### config.mk
export PLATFORM = sky130hd
export DESIGN_NAME = hazard_scoreboard_flat
export DESIGN_NICKNAME = d
export VERILOG_FILES = /design/src/rtl/hazard_scoreboard_pkg.sv /design/src/rtl/hazard_scoreboard_if.sv /design/src/rtl/hazard_scoreboard_match.sv /design/src/rtl/hazard_scoreboard.sv /design/src/flat_wrapper.sv
export SDC_FILE = /design/constraint.sdc
export NUM_CORES = 1
export LEC_CHECK = 0
export BUFFER_PORTS_ARGS = -buffer_cell sky130_fd_sc_hd__buf_2
export CAP_MARGIN = 20
export CORE_ASPECT_RATIO = 2
export CORE_UTILIZATION = 44
export CTS_CLUSTER_SIZE = 8
export DETAILED_ROUTE_END_ITERATION = 8
export GPL_TIMING_DRIVEN = 0
export HOLD_SLACK_MARGIN = 0.06
export PLACE_DENSITY = 0.68
export SKIP_CTS_REPAIR_TIMING = 1
export SYNTH_ARGS = -nofsm -noshare
export SYNTH_HDL_FRONTEND = slang
export SYNTH_SLANG_ARGS = --single-unit
### constraint.sdc
create_clock -name Clk -period 1.9 [get_ports Clk]
set_input_delay 0.19 -clock Clk [delete_from_list [all_inputs] [get_ports Clk]]
set_output_delay 0.19 -clock Clk [all_outputs]
set_load 0.005 [all_outputs]
### src/rtl/hazard_scoreboard_pkg.sv
// -----------------------------------------------------------------------------
// hazard_scoreboard_pkg
// Shared definitions for the D-stage hazard scoreboard:
//   - register address / TUse / TNew widths and the "operand not read" code
//   - forward-select encodings driven to the D-stage operand muxes
//   - layout of one in-flight stage entry (E, M, W)
//   - control-word bit positions of TUseRs, TUseRt and TNew
//   - saturating TNew countdown helpers used when entries advance
// Optional feature macro used by the files importing this package:
//   MDU_STALL_EN (multiply/divide unit busy stall)
// -----------------------------------------------------------------------------
package hazard_scoreboard_pkg;

    localparam int REG_AW = 5;
    localparam int T_W    = 3;

    localparam logic [T_W-1:0] TUSE_NONE = T_W'(7);

    typedef enum logic [1:0] {
        FWD_RF = 2'd0,
        FWD_E  = 2'd1,
        FWD_M  = 2'd2,
        FWD_W  = 2'd3
    } fwd_sel_e;

    typedef struct packed {
        logic              valid;
        logic [REG_AW-1:0] a3;
        logic [T_W-1:0]    tnew;
    } stage_entry_t;

    // Bit positions inside the D-stage control word.
    localparam int CW_TUSE_RS_HI = 16;
    localparam int CW_TUSE_RS_LO = 14;
    localparam int CW_TUSE_RT_HI = 13;
    localparam int CW_TUSE_RT_LO = 11;
    localparam int CW_TNEW_HI    = 10;
    localparam int CW_TNEW_LO    = 8;

    // TNew counts down once per stage advance and sticks at zero.
    function automatic logic [T_W-1:0] tnew_dec(input logic [T_W-1:0] t);
        return (t == '0) ? '0 : t - T_W'(1);
    endfunction

    function automatic stage_entry_t stage_advance(input stage_entry_t e);
        stage_entry_t r;
        r       = e;
        r.tnew  = tnew_dec(e.tnew);
        return r;
    endfunction

endpackage

### src/rtl/hazard_scoreboard_if.sv
// -----------------------------------------------------------------------------
// hazard_scoreboard_if
// Bundle between the D-stage pipeline register (master) and the hazard
// scoreboard (slave).
//   master drives : RsD, RtD, TUseRsD, TUseRtD, RegWriteD, A3D, TNewD
//                   (+ MdD, MdStartE, MdBusyE when MDU_STALL_EN is defined)
//   master reads  : Stall, FwdRsD, FwdRtD
// Optional feature macro: MDU_STALL_EN
// -----------------------------------------------------------------------------
interface hazard_scoreboard_if;
    import hazard_scoreboard_pkg::*;

    logic [REG_AW-1:0] RsD;
    logic [REG_AW-1:0] RtD;
    logic [T_W-1:0]    TUseRsD;
    logic [T_W-1:0]    TUseRtD;
    logic              RegWriteD;
    logic [REG_AW-1:0] A3D;
    logic [T_W-1:0]    TNewD;
    logic              Stall;
    logic [1:0]        FwdRsD;
    logic [1:0]        FwdRtD;
`ifdef MDU_STALL_EN
    logic              MdD;
    logic              MdStartE;
    logic              MdBusyE;
`endif

    modport master (
        output RsD, RtD, TUseRsD, TUseRtD, RegWriteD, A3D, TNewD,
`ifdef MDU_STALL_EN
        output MdD, MdStartE, MdBusyE,
`endif
        input  Stall, FwdRsD, FwdRtD
    );

    modport slave (
        input  RsD, RtD, TUseRsD, TUseRtD, RegWriteD, A3D, TNewD,
`ifdef MDU_STALL_EN
        input  MdD, MdStartE, MdBusyE,
`endif
        output Stall, FwdRsD, FwdRtD
    );

endinterface

### src/rtl/hazard_scoreboard_match.sv
// -----------------------------------------------------------------------------
// hazard_match
// Combinational check of one D-stage source register against the E, M and W
// in-flight entries.
//   src, tuse          : source address and cycles until it is consumed
//   ent_e/ent_m/ent_w  : in-flight writer entries
//   stall              : some matching writer cannot deliver in time
//   fwd                : stage of the youngest matching writer if it is ready,
//                        otherwise FWD_RF
// -----------------------------------------------------------------------------
module hazard_match
    import hazard_scoreboard_pkg::*;
(
    input  logic [REG_AW-1:0] src,
    input  logic [T_W-1:0]    tuse,
    input  stage_entry_t      ent_e,
    input  stage_entry_t      ent_m,
    input  stage_entry_t      ent_w,
    output logic              stall,
    output fwd_sel_e          fwd
);

    logic hit_e, hit_m, hit_w;
    logic used;

    // $0 is hard-wired, so a writer to it never creates a dependency.
    assign hit_e = ent_e.valid && (ent_e.a3 != '0) && (ent_e.a3 == src);
    assign hit_m = ent_m.valid && (ent_m.a3 != '0) && (ent_m.a3 == src);
    assign hit_w = ent_w.valid && (ent_w.a3 != '0) && (ent_w.a3 == src);
    assign used  = (tuse != TUSE_NONE);

    assign stall = used && ((hit_e && (ent_e.tnew > tuse)) ||
                            (hit_m && (ent_m.tnew > tuse)) ||
                            (hit_w && (ent_w.tnew > tuse)));

    // Only the youngest match may supply the operand; an older ready value
    // would be stale, so a not-yet-ready younger match falls back to FWD_RF.
    always_comb begin
        fwd = FWD_RF;
        if (hit_e) begin
            if (ent_e.tnew == '0) fwd = FWD_E;
        end else if (hit_m) begin
            if (ent_m.tnew == '0) fwd = FWD_M;
        end else if (hit_w) begin
            if (ent_w.tnew == '0) fwd = FWD_W;
        end
    end

endmodule

### src/rtl/hazard_scoreboard.sv
// -----------------------------------------------------------------------------
// hazard_scoreboard
// Tracks register writes in flight in E, M and W with a TNew countdown, stalls
// the D stage when a source operand cannot be produced in time and selects the
// D-stage forwarding source when the result already exists.
// Ports:
//   Clk    : clock
//   Reset  : synchronous, active-high; clears all stage entries
//   hif    : hazard_scoreboard_if.slave (D-stage request, Stall, FwdRsD/FwdRtD)
// Optional feature macro: MDU_STALL_EN -- also stall a D-stage mult/div/mfhi/
//   mflo/mthi/mtlo while the multiply/divide unit is starting or busy.
// -----------------------------------------------------------------------------
module hazard_scoreboard
    import hazard_scoreboard_pkg::*;
(
    input  logic                Clk,
    input  logic                Reset,
    hazard_scoreboard_if.slave  hif
);

    stage_entry_t ent_e, ent_m, ent_w;
    stage_entry_t ent_d;
    logic         stall_rs, stall_rt;
    logic         stall_reg;
    logic         stall;
    fwd_sel_e     fwd_rs, fwd_rt;

    hazard_match u_match_rs (
        .src   (hif.RsD),
        .tuse  (hif.TUseRsD),
        .ent_e (ent_e),
        .ent_m (ent_m),
        .ent_w (ent_w),
        .stall (stall_rs),
        .fwd   (fwd_rs)
    );

    hazard_match u_match_rt (
        .src   (hif.RtD),
        .tuse  (hif.TUseRtD),
        .ent_e (ent_e),
        .ent_m (ent_m),
        .ent_w (ent_w),
        .stall (stall_rt),
        .fwd   (fwd_rt)
    );

    assign stall_reg = stall_rs || stall_rt;

`ifdef MDU_STALL_EN
    assign stall = stall_reg || (hif.MdD && (hif.MdStartE || hif.MdBusyE));
`else
    assign stall = stall_reg;
`endif

    assign hif.Stall  = stall;
    assign hif.FwdRsD = fwd_rs;
    assign hif.FwdRtD = fwd_rt;

    // Writes to $0 enter E as invalid so they never match later readers.
    always_comb begin
        ent_d.valid = hif.RegWriteD && (hif.A3D != '0);
        ent_d.a3    = hif.A3D;
        ent_d.tnew  = hif.TNewD;
    end

    // ---- D -> E -> M -> W advance ----
    // M and W always advance; a stall only replaces the E input with a bubble,
    // so the held D instruction is re-checked against the shifted entries.
    always_ff @(posedge Clk) begin
        if (Reset) begin
            ent_e <= '0;
            ent_m <= '0;
            ent_w <= '0;
        end else begin
            ent_w <= stage_advance(ent_m);
            ent_m <= stage_advance(ent_e);
            ent_e <= stall ? '0 : ent_d;
        end
    end

endmodule

### src/flat_wrapper.sv
// flat-port wrapper written by rule: the top's interface ports become plain ports
module hazard_scoreboard_flat import hazard_scoreboard_pkg::*;
  (Clk, Reset, hif_RsD, hif_RtD, hif_TUseRsD, hif_TUseRtD, hif_RegWriteD, hif_A3D, hif_TNewD, hif_Stall, hif_FwdRsD, hif_FwdRtD);
  hazard_scoreboard_if hif_i ();
  input  logic Clk;
  input  logic Reset;
  input wire logic [$bits(hif_i.RsD)-1:0] hif_RsD;
  input wire logic [$bits(hif_i.RtD)-1:0] hif_RtD;
  input wire logic [$bits(hif_i.TUseRsD)-1:0] hif_TUseRsD;
  input wire logic [$bits(hif_i.TUseRtD)-1:0] hif_TUseRtD;
  input wire logic [$bits(hif_i.RegWriteD)-1:0] hif_RegWriteD;
  input wire logic [$bits(hif_i.A3D)-1:0] hif_A3D;
  input wire logic [$bits(hif_i.TNewD)-1:0] hif_TNewD;
  output wire logic [$bits(hif_i.Stall)-1:0] hif_Stall;
  output wire logic [$bits(hif_i.FwdRsD)-1:0] hif_FwdRsD;
  output wire logic [$bits(hif_i.FwdRtD)-1:0] hif_FwdRtD;
  assign hif_i.RsD = hif_RsD;
  assign hif_i.RtD = hif_RtD;
  assign hif_i.TUseRsD = hif_TUseRsD;
  assign hif_i.TUseRtD = hif_TUseRtD;
  assign hif_i.RegWriteD = hif_RegWriteD;
  assign hif_i.A3D = hif_A3D;
  assign hif_i.TNewD = hif_TNewD;
  assign hif_Stall = hif_i.Stall;
  assign hif_FwdRsD = hif_i.FwdRsD;
  assign hif_FwdRtD = hif_i.FwdRtD;
  hazard_scoreboard u_core (.Clk(Clk), .Reset(Reset), .hif(hif_i));
endmodule
==> impl_metrics.tcl <==
set metrics [dict create \
    syn_nets 248 \
    first_pass_iters 3 \
    die_y_um 92.4 \
    startpoint "u_core.ent_m[4]" \
    grt_first_pass_wirelength_mm 6.65 \
    setup_viol 9 \
    ioPinCount 32 \
    slew_viol_final 0 \
    die_area_um2 4360 \
    ys_types 34 \
    drt_iter0_drc 38 \
    p_seq_share_pct 50.1 \
    regArea_um2 556 \
    fin_crit_sh_pct 125 \
    p_sw_share_pct 29.2 \
    synth_area_leaders "dfxtp_1 30%, ha_1 15%, xnor2_1 7.8%, xor2_1 6.8%, nor2b_1 5.9%" \
    ys_seq_elements 27 \
    gp_congestion 0.845 \
    post-place-ws_ns -0.350 \
    clk_latency_ns 0.27 \
    relSlewSlack_pct 64.0 \
    rr_startpoint "u_core.ent_e[3]" \
    portBuffers 30 \
    cts.sinks 27 \
    grt_usage_pct 21.6 \
    synth_edf_count 0 \
    synthFlopType "dfxtp_1" \
    critPathKind "reg2out" \
    multi_input_area_um2 1280 \
    syn_inst 199 \
    violations "negative setup slack" \
    antenna_found_initial 0 \
    rows 32 \
    yosysMostFrequentCell "dfxtp_1" \
    yosys.area.top_type "dfxtp_1" \
    cts_buffers 3 \
    hold_path.class "in2reg" \
    synth.avg_cell_area_um2 9.04 \
    tightest_slew_ns 0.535 \
    final.min_clock_period_ns 2.38 \
    critPathCaptureType "output port" \
    fmax_ghz 0.420 \
    p_clk_share_pct 25.9 \
    drv_cap 0 \
    fin_ws_ns -0.480 \
    grt-ovfl-total 0 \
    hold_start "hif_TNewD[2]" \
    ctsRootBufferMaster "clkbuf_8" \
    power.internal_uw 889 \
    drive_gt1_share_pct 27.7 \
    vdd_drop_max_v 0.000483 \
    routed_wl_mm 4.28 \
    startpoint_type "register" \
    via_count 1563 \
    clk_pin_slew_worst_paths_ns 0.09 \
    n_antenna_cell 0 \
    power_frac_comb_pct 24.1 \
    netSwitchingPower_uw 366 \
    path_max_fanout 4 \
    grt_max_degree 16 \
    p_per_area_nw_per_um2 568 \
    netlist_top_cells_count "27 x dfxtp_1, 22 x ha_1, 17 x nor2b_1" \
    yosysSeqAreaShare_pct 30.0 \
    initial_utilization_pct 46.3 \
    ant_nets 0 \
    netlist.area_leader.share_pct 30.0 \
    fill_cells 389 \
    ys_async_sr_fraction_pct 0 \
    grt_pass1_vias 1495 \
    fp.coreArea_um2 3880 \
    syn_area_um2 1800 \
    wl_per_cell_um 14.8 \
    cp.required_ns 1.71 \
    nNetsFinal 288 \
    ys_warn_count 0 \
    arrival_ns 2.19 \
    viasPerCell 5.41 \
    h-tree-depth 1 \
    status "complete, but fails checks" \
    hpwl_mm 3.57 \
    p_leak_nw 0.955 \
    area_delta_synth_final_pct 22.7 \
    rsz0062_at_grt "true" \
    fin_util_pct 56.9 \
    hold_viol_final 0 \
    skew_ns 0.00275 \
    drc 0 \
    clock_path_buffers 2 \
    die_x_um 47.2 \
    cts_tree "yes" \
]
==> per-stage QoR <==
step | hold WS [ns] | power, mW | cell area, um2 | cells | setup TNS [ns]
6_report | 0.143 | 1.25 | 2210 | 289 | -2.37
5_1_grt | 0.145 | 1.33 | 2210 | 289 | -3.29
4_1_cts | 0.144 | 1.24 | 2060 | 284 | -2.87
3_5_place_dp | 0.424 | 0.918 | 2010 | 280 | -1.26
3_3_place_gp | 0.418 | 0.909 | 2010 | 280 | -1.03
2_1_floorplan | 0.323 | 0.822 | 1800 | 199 | 0
==> power by group through the flow <==
| stage | Clock (mW) | Combinational, mW | Sequential (mW) |
|---|---|---|---|
| detailed placement | 0 | 0.279 | 0.639 |
| floorplan | 0 | 0.191 | 0.631 |
| global placement | 0 | 0.270 | 0.639 |
| global route | 0.359 | 0.339 | 0.633 |
| CTS | 0.331 | 0.280 | 0.626 |
| finish | 0.324 | 0.302 | 0.628 |
==> cell families (layout without fill, tap and decap cells) <==
family                     Yosys count  after routing  share of synthesized area (%)
and+or+nand+nor                     76             76                           25.2
adders and majority gates           22             22                           15.3
buffers and inverters               17             56                           3.96
AOI/OAI and AO/OA                   26             26                           10.3
muxes                                1              1                          0.556
xor gates and xnor gates            30             30                           14.6
DFF                                 27             27                           30.0
==> flip-flops by register name, indices dropped and copies added (netlist names) <==
register      flops
u_core.ent_m      9
u_core.ent_w      9
u_core.ent_e      9
==> path summary, 6_finish.rpt <==
| check | slack [ns] | endpoint | cells past startpoint |
|---|---|---|---|
| setup / recovery | -0.48 | hif_FwdRtD[0] | 6 |
| setup reg to reg | -0.08 | u_core.ent_e[3] | 7 |
| hold reg to reg | 0.43 | u_core.ent_m[0] | 1 |
| hold / removal | 0.14 | u_core.ent_e[2] | 3 |
==> critical path, stage by stage (launching register included) <==
cell and delay, ns:
dfxtp_2 0.35, or4_4 0.55, o21ai_4 0.18, or4_4 0.18, or3b_4 0.40, o21ai_2 0.14
buf_2 0.12
==> cell usage in the layout (no fill, tap or decap), types with 2 or more instances in the layout <==
cell type / count
dfxtp_4: 2
nand2b_1: 9
a31oi_1: 3
xnor2_1: 16
nand3_1: 10
xor2_1: 14
o21ai_4: 3
o21ai_0: 3
dfxtp_1: 19
or4_4: 5
nand3b_1: 2
inv_1: 13
nor4_1: 7
or3_1: 2
nor3_1: 9
nor4_2: 3
nor2b_1: 17
or4_1: 2
buf_2: 30
ha_1: 22
buf_4: 5
clkbuf_1: 3
nor2_1: 2
a21oi_1: 4
clkbuf_8: 3
dfxtp_2: 6
nand2_1: 5
o21a_1: 4
==> layout make-up <==
class,count,area share (%)
multi-input cells,155,58.1
well taps,51,2.89
plain buffers,4,1.02
flip-flops and latches,27,25.2
repair buffers,35,8.50
inverters,13,2.21
clock buffers,3,1.87
clock inverters,1,0.227
==> metal layers <==
metal  up-vias  global-route usage (%)  share of wire, %
met5         -                       0                 0
met3        11                    1.17               1.1
met4         0                    11.4               3.6
met2        23                    42.5                60
li1        781                       -                 -
met1       748                    19.3                35
Note: power is estimated with default switching activity, not from simulation.
